<file path="src/rtl/pmu_reg_arbiter.sv">
// Round-robin arbiter between the AHB slave path and the local sequencer for PMU register bank access.
// One access per two cycles; a requester holding lock_i keeps the bank until it lets go.
module pmu_reg_arbiter #(
  parameter int REG_WIDTH = 32,
  parameter int N_REGS    = 26,
  parameter int N_REQ     = 2,
  localparam int IDX_W    = $clog2(N_REGS)
) (
  input  logic                       clk_i,
  input  logic                       rstn_i,
  input  logic [N_REQ-1:0]           req_i,
  input  logic [N_REQ-1:0]           we_i,
  input  logic [N_REQ-1:0]           lock_i,
  input  logic [N_REQ*IDX_W-1:0]     addr_i,
  input  logic [N_REQ*REG_WIDTH-1:0] wdata_i,
  output logic [N_REQ-1:0]           gnt_o,
  output logic [N_REQ-1:0]           rvalid_o,
  output logic [N_REQ-1:0]           err_o,
  output logic [REG_WIDTH-1:0]       rdata_o,
  output logic                       bank_we_o,
  output logic [IDX_W-1:0]           bank_idx_o,
  output logic [REG_WIDTH-1:0]       bank_wdata_o,
  input  logic [REG_WIDTH-1:0]       bank_rdata_i,
  output logic [1:0]                 dbg_state_o
);

  localparam int PTR_W = (N_REQ > 1) ? $clog2(N_REQ) : 1;

  localparam logic [1:0] IDLE   = 2'd0;
  localparam logic [1:0] ACCESS = 2'd1;
  localparam logic [1:0] LOCKED = 2'd2;

  // Handshake: a requester raises req_i with we/addr/wdata stable and holds them until
  // its one-cycle gnt_o; from the following cycle it may drop req_i or present a new access.
  logic [1:0]           state_q, state_d;
  logic [PTR_W-1:0]     ptr_q;
  logic [PTR_W-1:0]     win_q;
  logic [PTR_W-1:0]     pick;
  logic                 pick_vld;
  logic [PTR_W-1:0]     src;
  logic                 load;
  int                   rr_c;
  logic                 lat_we_q;
  logic [IDX_W-1:0]     lat_idx_q;
  logic [REG_WIDTH-1:0] lat_wdata_q;
  logic [N_REQ-1:0]     rvalid_q;
  logic [REG_WIDTH-1:0] rdata_q;
  logic [N_REQ-1:0]     win_oh;
  logic                 in_range;
  logic                 in_access;

  assign in_access = (state_q == ACCESS);
  assign in_range  = ({1'b0, lat_idx_q} < (IDX_W+1)'(N_REGS));

  // Round-robin search starting at ptr_q
  always_comb begin
    pick     = '0;
    pick_vld = 1'b0;
    rr_c     = 0;
    for (int i = 0; i < N_REQ; i++) begin
      rr_c = int'(ptr_q) + i;
      if (rr_c >= N_REQ) rr_c = rr_c - N_REQ;
      if (!pick_vld && req_i[rr_c]) begin
        pick_vld = 1'b1;
        pick     = PTR_W'(rr_c);
      end
    end
  end

  always_comb begin
    win_oh        = '0;
    win_oh[win_q] = 1'b1;
  end

  always_comb begin
    state_d = state_q;
    load    = 1'b0;
    src     = win_q;
    case (state_q)
      IDLE: begin
        if (pick_vld) begin
          state_d = ACCESS;
          load    = 1'b1;
          src     = pick;
        end
      end
      ACCESS: begin
        state_d = (lock_i[win_q] && req_i[win_q]) ? LOCKED : IDLE;
      end
      LOCKED: begin
        if (!lock_i[win_q]) begin
          state_d = IDLE;
        end else if (req_i[win_q]) begin
          state_d = ACCESS;
          load    = 1'b1;
        end
      end
      default: state_d = IDLE;
    endcase
  end

  always_ff @(posedge clk_i or negedge rstn_i) begin
    if (!rstn_i) begin
      state_q     <= IDLE;
      ptr_q       <= '0;
      win_q       <= '0;
      lat_we_q    <= 1'b0;
      lat_idx_q   <= '0;
      lat_wdata_q <= '0;
      rvalid_q    <= '0;
      rdata_q     <= '0;
    end else begin
      state_q <= state_d;
      if (load) begin
        win_q       <= src;
        lat_we_q    <= we_i[src];
        lat_idx_q   <= addr_i[src*IDX_W +: IDX_W];
        lat_wdata_q <= wdata_i[src*REG_WIDTH +: REG_WIDTH];
      end
      if (in_access) begin
        ptr_q <= (win_q == PTR_W'(N_REQ-1)) ? '0 : win_q + PTR_W'(1);
      end
      rvalid_q <= '0;
      if (in_access && !lat_we_q && in_range) begin
        rvalid_q <= win_oh;
        rdata_q  <= bank_rdata_i;
      end
    end
  end

  assign gnt_o        = in_access ? win_oh : '0;
  assign err_o        = (in_access && !in_range) ? win_oh : '0;
  assign bank_we_o    = in_access && lat_we_q && in_range;
  assign bank_idx_o   = lat_idx_q;
  assign bank_wdata_o = lat_wdata_q;
  assign rvalid_o     = rvalid_q;
  assign rdata_o      = rdata_q;
  assign dbg_state_o  = state_q;

endmodule

</file>
<file path="config.mk">
export PLATFORM = sky130hd
export DESIGN_NAME = pmu_reg_arbiter
export DESIGN_NICKNAME = d
export VERILOG_FILES = /design/src/rtl/pmu_reg_arbiter.sv
export SDC_FILE = /design/constraint.sdc
export NUM_CORES = 1
export LEC_CHECK = 0
export BUFFER_PORTS_ARGS = -buffer_cell sky130_fd_sc_hd__clkbuf_2
export CAP_MARGIN = 15
export CORE_ASPECT_RATIO = 1.1
export CORE_MARGIN = 5
export CORE_UTILIZATION = 45
export CTS_BUF_LIST = sky130_fd_sc_hd__clkbuf_4
export DETAILED_ROUTE_END_ITERATION = 10
export GPL_TIMING_DRIVEN = 0
export PLACE_DENSITY_LB_ADDON = 0.12
export SYNTH_ARGS = -nofsm -noshare
export SYNTH_HDL_FRONTEND = slang
export SYNTH_SLANG_ARGS = --single-unit
</file>
<file path="constraint.sdc">
create_clock -name clk_i -period 2.25 [get_ports clk_i]
set_input_delay 0.225 -clock clk_i [delete_from_list [all_inputs] [get_ports clk_i]]
set_output_delay 0.225 -clock clk_i [all_outputs]
set_load 0.01 [all_outputs]
</file>
==> results.sh <==
export IMPL_status="finished clean"
export IMPL_crit_type="reg -> reg"
export IMPL_avgSynthCellArea_um2=12.4
export IMPL_dpl_cell_area_um2=4430
export IMPL_antenna_cells=0
export IMPL_cts_tree="built"
export IMPL_antenna_found_initial=0
export IMPL_pre_cts_ws_ns=0.379
export IMPL_vias_per_cell=4.91
export IMPL_cts_sinks=76
export IMPL_drv_cap=0
export IMPL_drv_slew=0
export IMPL_worstPathRequired_ns=2.53
export IMPL_syn_area_um2=3340
export IMPL_yosysUniqueCellTypes=25
export IMPL_regToRegSetupSlack_ns=0.40
export IMPL_critPathSlowestCell="dfrtp_1"
export IMPL_grt_pass1_vias=2862
export IMPL_overflow=0
export IMPL_post_route_period_util=0.822
export IMPL_multi_input_area_um2=1320
export IMPL_worstMarginPinSlew_ns=0.501
export IMPL_cts_root_buf="clkbuf_4"
export IMPL_fillers=609
export IMPL_die_y_um=100
export IMPL_stdcell_area_um2=4670
export IMPL_tns_ns=0
export IMPL_fp_dieW_um=92.2
export IMPL_ctsHtreeMaxLevel=3
export IMPL_max_freq_mhz=541
export IMPL_drc=0
export IMPL_rsz0062_at_grt="false"
export IMPL_final_antenna_net_count=0
export IMPL_die_area_um2=9250
export IMPL_worst_slack_ns=0.401
export IMPL_p_leak_nw=2.41
export IMPL_pin_count=192
export IMPL_clk_pin_slew_ns=0.11
export IMPL_whs_ns=0.0372
export IMPL_initial_core_util=0.455
export IMPL_firstDrtPassIters=4
export IMPL_wl_per_cell_um=14.5
export IMPL_ir_drop_mv=0.693
export IMPL_insertion_delay_ns=0.40
export IMPL_fin_cells=574
export IMPL_synth_seq_area_share=0.569
export IMPL_vias=2820
export IMPL_crit_path_max_fanout=10
export IMPL_powerDensity_nw_per_um2=1410
export IMPL_hold_viol_final=0
export IMPL_holdCritPathClass="in -> reg"
export IMPL_cts_made_buffers=9
export IMPL_drive_gt1_frac=0.460
export IMPL_nets=596
export IMPL_critPathTopFamily="flip-flops"
export IMPL_seq_area_um2=1900
export IMPL_routed_wl_mm=8.34
export IMPL_period_minus_slack_ns=1.85
export IMPL_cts_hold_buffers=6
export IMPL_crit_arrival_ns=2.13
export IMPL_fp_coreArea_um2=7350
export IMPL_slew_headroom=0.666
export IMPL_hpwlAfterDp_mm=6.51
export IMPL_post_cts_buffers=0
export IMPL_worst_setup_path_end_kind="flip-flop"
export IMPL_critPathMaxStageDelay_ns=0.41
export IMPL_grt_total_usage=0.185
export IMPL_fin_skew_ns=0.0147
export IMPL_syn_inst=270
export IMPL_clockBufferDepth=2
export IMPL_grt_pass1_wl_mm=13.5
export IMPL_portBuffers=191
export IMPL_finalSetupViolCount=0
export IMPL_drtIter0Drc=49
export IMPL_post_place_cells=549
export IMPL_path_cells="o211ai_1 -> nand2_1 -> nor2_2 -> buf_4 -> mux2_1"
export IMPL_cts_resized=0
export IMPL_synthesis_nets=384
export IMPL_ys_warn_count=0
export IMPL_ys_seq_elements=76
export IMPL_areaGrowthSynthToFinish_pct=39.7
export IMPL_gp_congestion=0.735
export IMPL_start_kind="flip-flop"
export IMPL_crit_buf_inv=1
export IMPL_grt_max_degree=43
export IMPL_rows=33
==> flip-flops by register name (all words and copies together) (netlist names) <==
register,count
win_q,1
ptr_q,1
dbg_state_o,2
bank_wdata_o,32
rvalid_o,2
bank_idx_o,5
lat_we_q,1
rdata_o,32
==> layout by cell type, fill, tap and decap left out <==
cell,netlist,routed
buf_4,5,5
buf_2,7,7
clkinv_1,0,3
a221oi_1,1,1
a21o_1,1,1
mux2_1,32,32
dlygate4sd3_1,0,9
nor2b_1,2,2
nor3b_2,1,1
and2_1,3,3
inv_2,1,1
mux2i_1,39,39
o32ai_4,1,1
or2_1,1,1
and3_1,1,1
nand2_1,2,2
clkbuf_1,4,4
clkbuf_2,0,190
nor3_1,40,40
nor2_2,1,1
buf_6,2,2
nor2_1,2,2
clkbuf_4,0,10
clkinv_2,0,2
buf_1,2,2
buf_12,0,1
nand2b_4,1,1
nand2b_1,4,4
bufinv_16,0,2
dfrtp_1,76,76
o211ai_1,1,1
a21oi_1,40,40
==> power breakdown <==
group / total [W] / switching, W / internal (W)
clock: 0.000874 / 0.000438 / 0.000437
sequential: 0.00242 / 0.000368 / 0.00205
combinational: 0.00328 / 0.00177 / 0.00152
total: 0.00658 / 0.00257 / 0.00401
==> stage by stage <==
step	total power (W)	util
CTS	0.00669	0.631
global route	0.00710	0.635
finish	0.00658	0.635
floorplan	0.00452	-
detailed placement	0.00579	0.603
global placement	0.00571	0.600
==> cell usage after synthesis, drive strengths merged <==
master | count | area [um2]
buf | 16 | 103
or2 | 1 | 6.26
mux2i | 39 | 390
nand2b | 5 | 38.8
nor3 | 40 | 200
a221oi | 1 | 8.76
and2 | 3 | 18.8
a21oi | 40 | 200
o32ai | 1 | 27.5
nand2 | 2 | 7.51
dfrtp | 76 | 1900
a21o | 1 | 7.51
mux2 | 32 | 360
nor2b | 2 | 12.5
nor3b | 1 | 12.5
inv | 1 | 3.75
nor2 | 3 | 13.8
and3 | 1 | 6.26
o211ai | 1 | 7.51
clkbuf | 4 | 15.0
==> path summary, 6_finish.rpt <==
check                                start         endpoint  depth (start not counted)
max                          bank_idx_o[2]       rdata_o[8]                          5
min                        bank_rdata_i[1]       rdata_o[1]                          2
max reg2reg                  bank_idx_o[2]       rdata_o[8]                          5
min reg2reg                          ptr_q            ptr_q                          1
max in group asynchronous           rstn_i  bank_wdata_o[4]                          3
min in group asynchronous           rstn_i      rdata_o[12]                          2
==> worst reg2reg max path, stage by stage (launching register included) <==
cell	delay, ns
dfrtp_1	0.41
o211ai_1	0.34
nand2_1	0.14
nor2_2	0.27
buf_4	0.25
mux2_1	0.33
==> layout make-up <==
class,count,share of cell area
Multi-Input combinational cell,173,0.282
Sequential cell,76,0.407
Buffer,20,0.0252
Clock buffer,9,0.0145
Clock inverter,7,0.0174
Tap cell,87,0.0233
Inverter,1,0.000804
Timing Repair Buffer,201,0.229
==> metal layers <==
metal	vias up	share of wire	wire, um	global-route usage
met1	1287	0.41	3450	0.231
met5	-	0	0	0
met3	8	0.084	702	0.0607
li1	1396	-	-	-
met2	129	0.49	4100	0.302
met4	0	0.011	89	0.0640
==> logic make-up (layout without fill, tap and decap cells) <==
| kind of cell | Yosys count | in the layout | share of synthesized area |
|---|---|---|---|
| flops | 76 | 76 | 0.569 |
| simple gates | 58 | 58 | 0.0947 |
| mux | 71 | 71 | 0.225 |
| compound gates | 44 | 44 | 0.0753 |
| buf+inv | 21 | 238 | 0.0363 |
No activity file was read; power rests on OpenSTA's default activity.
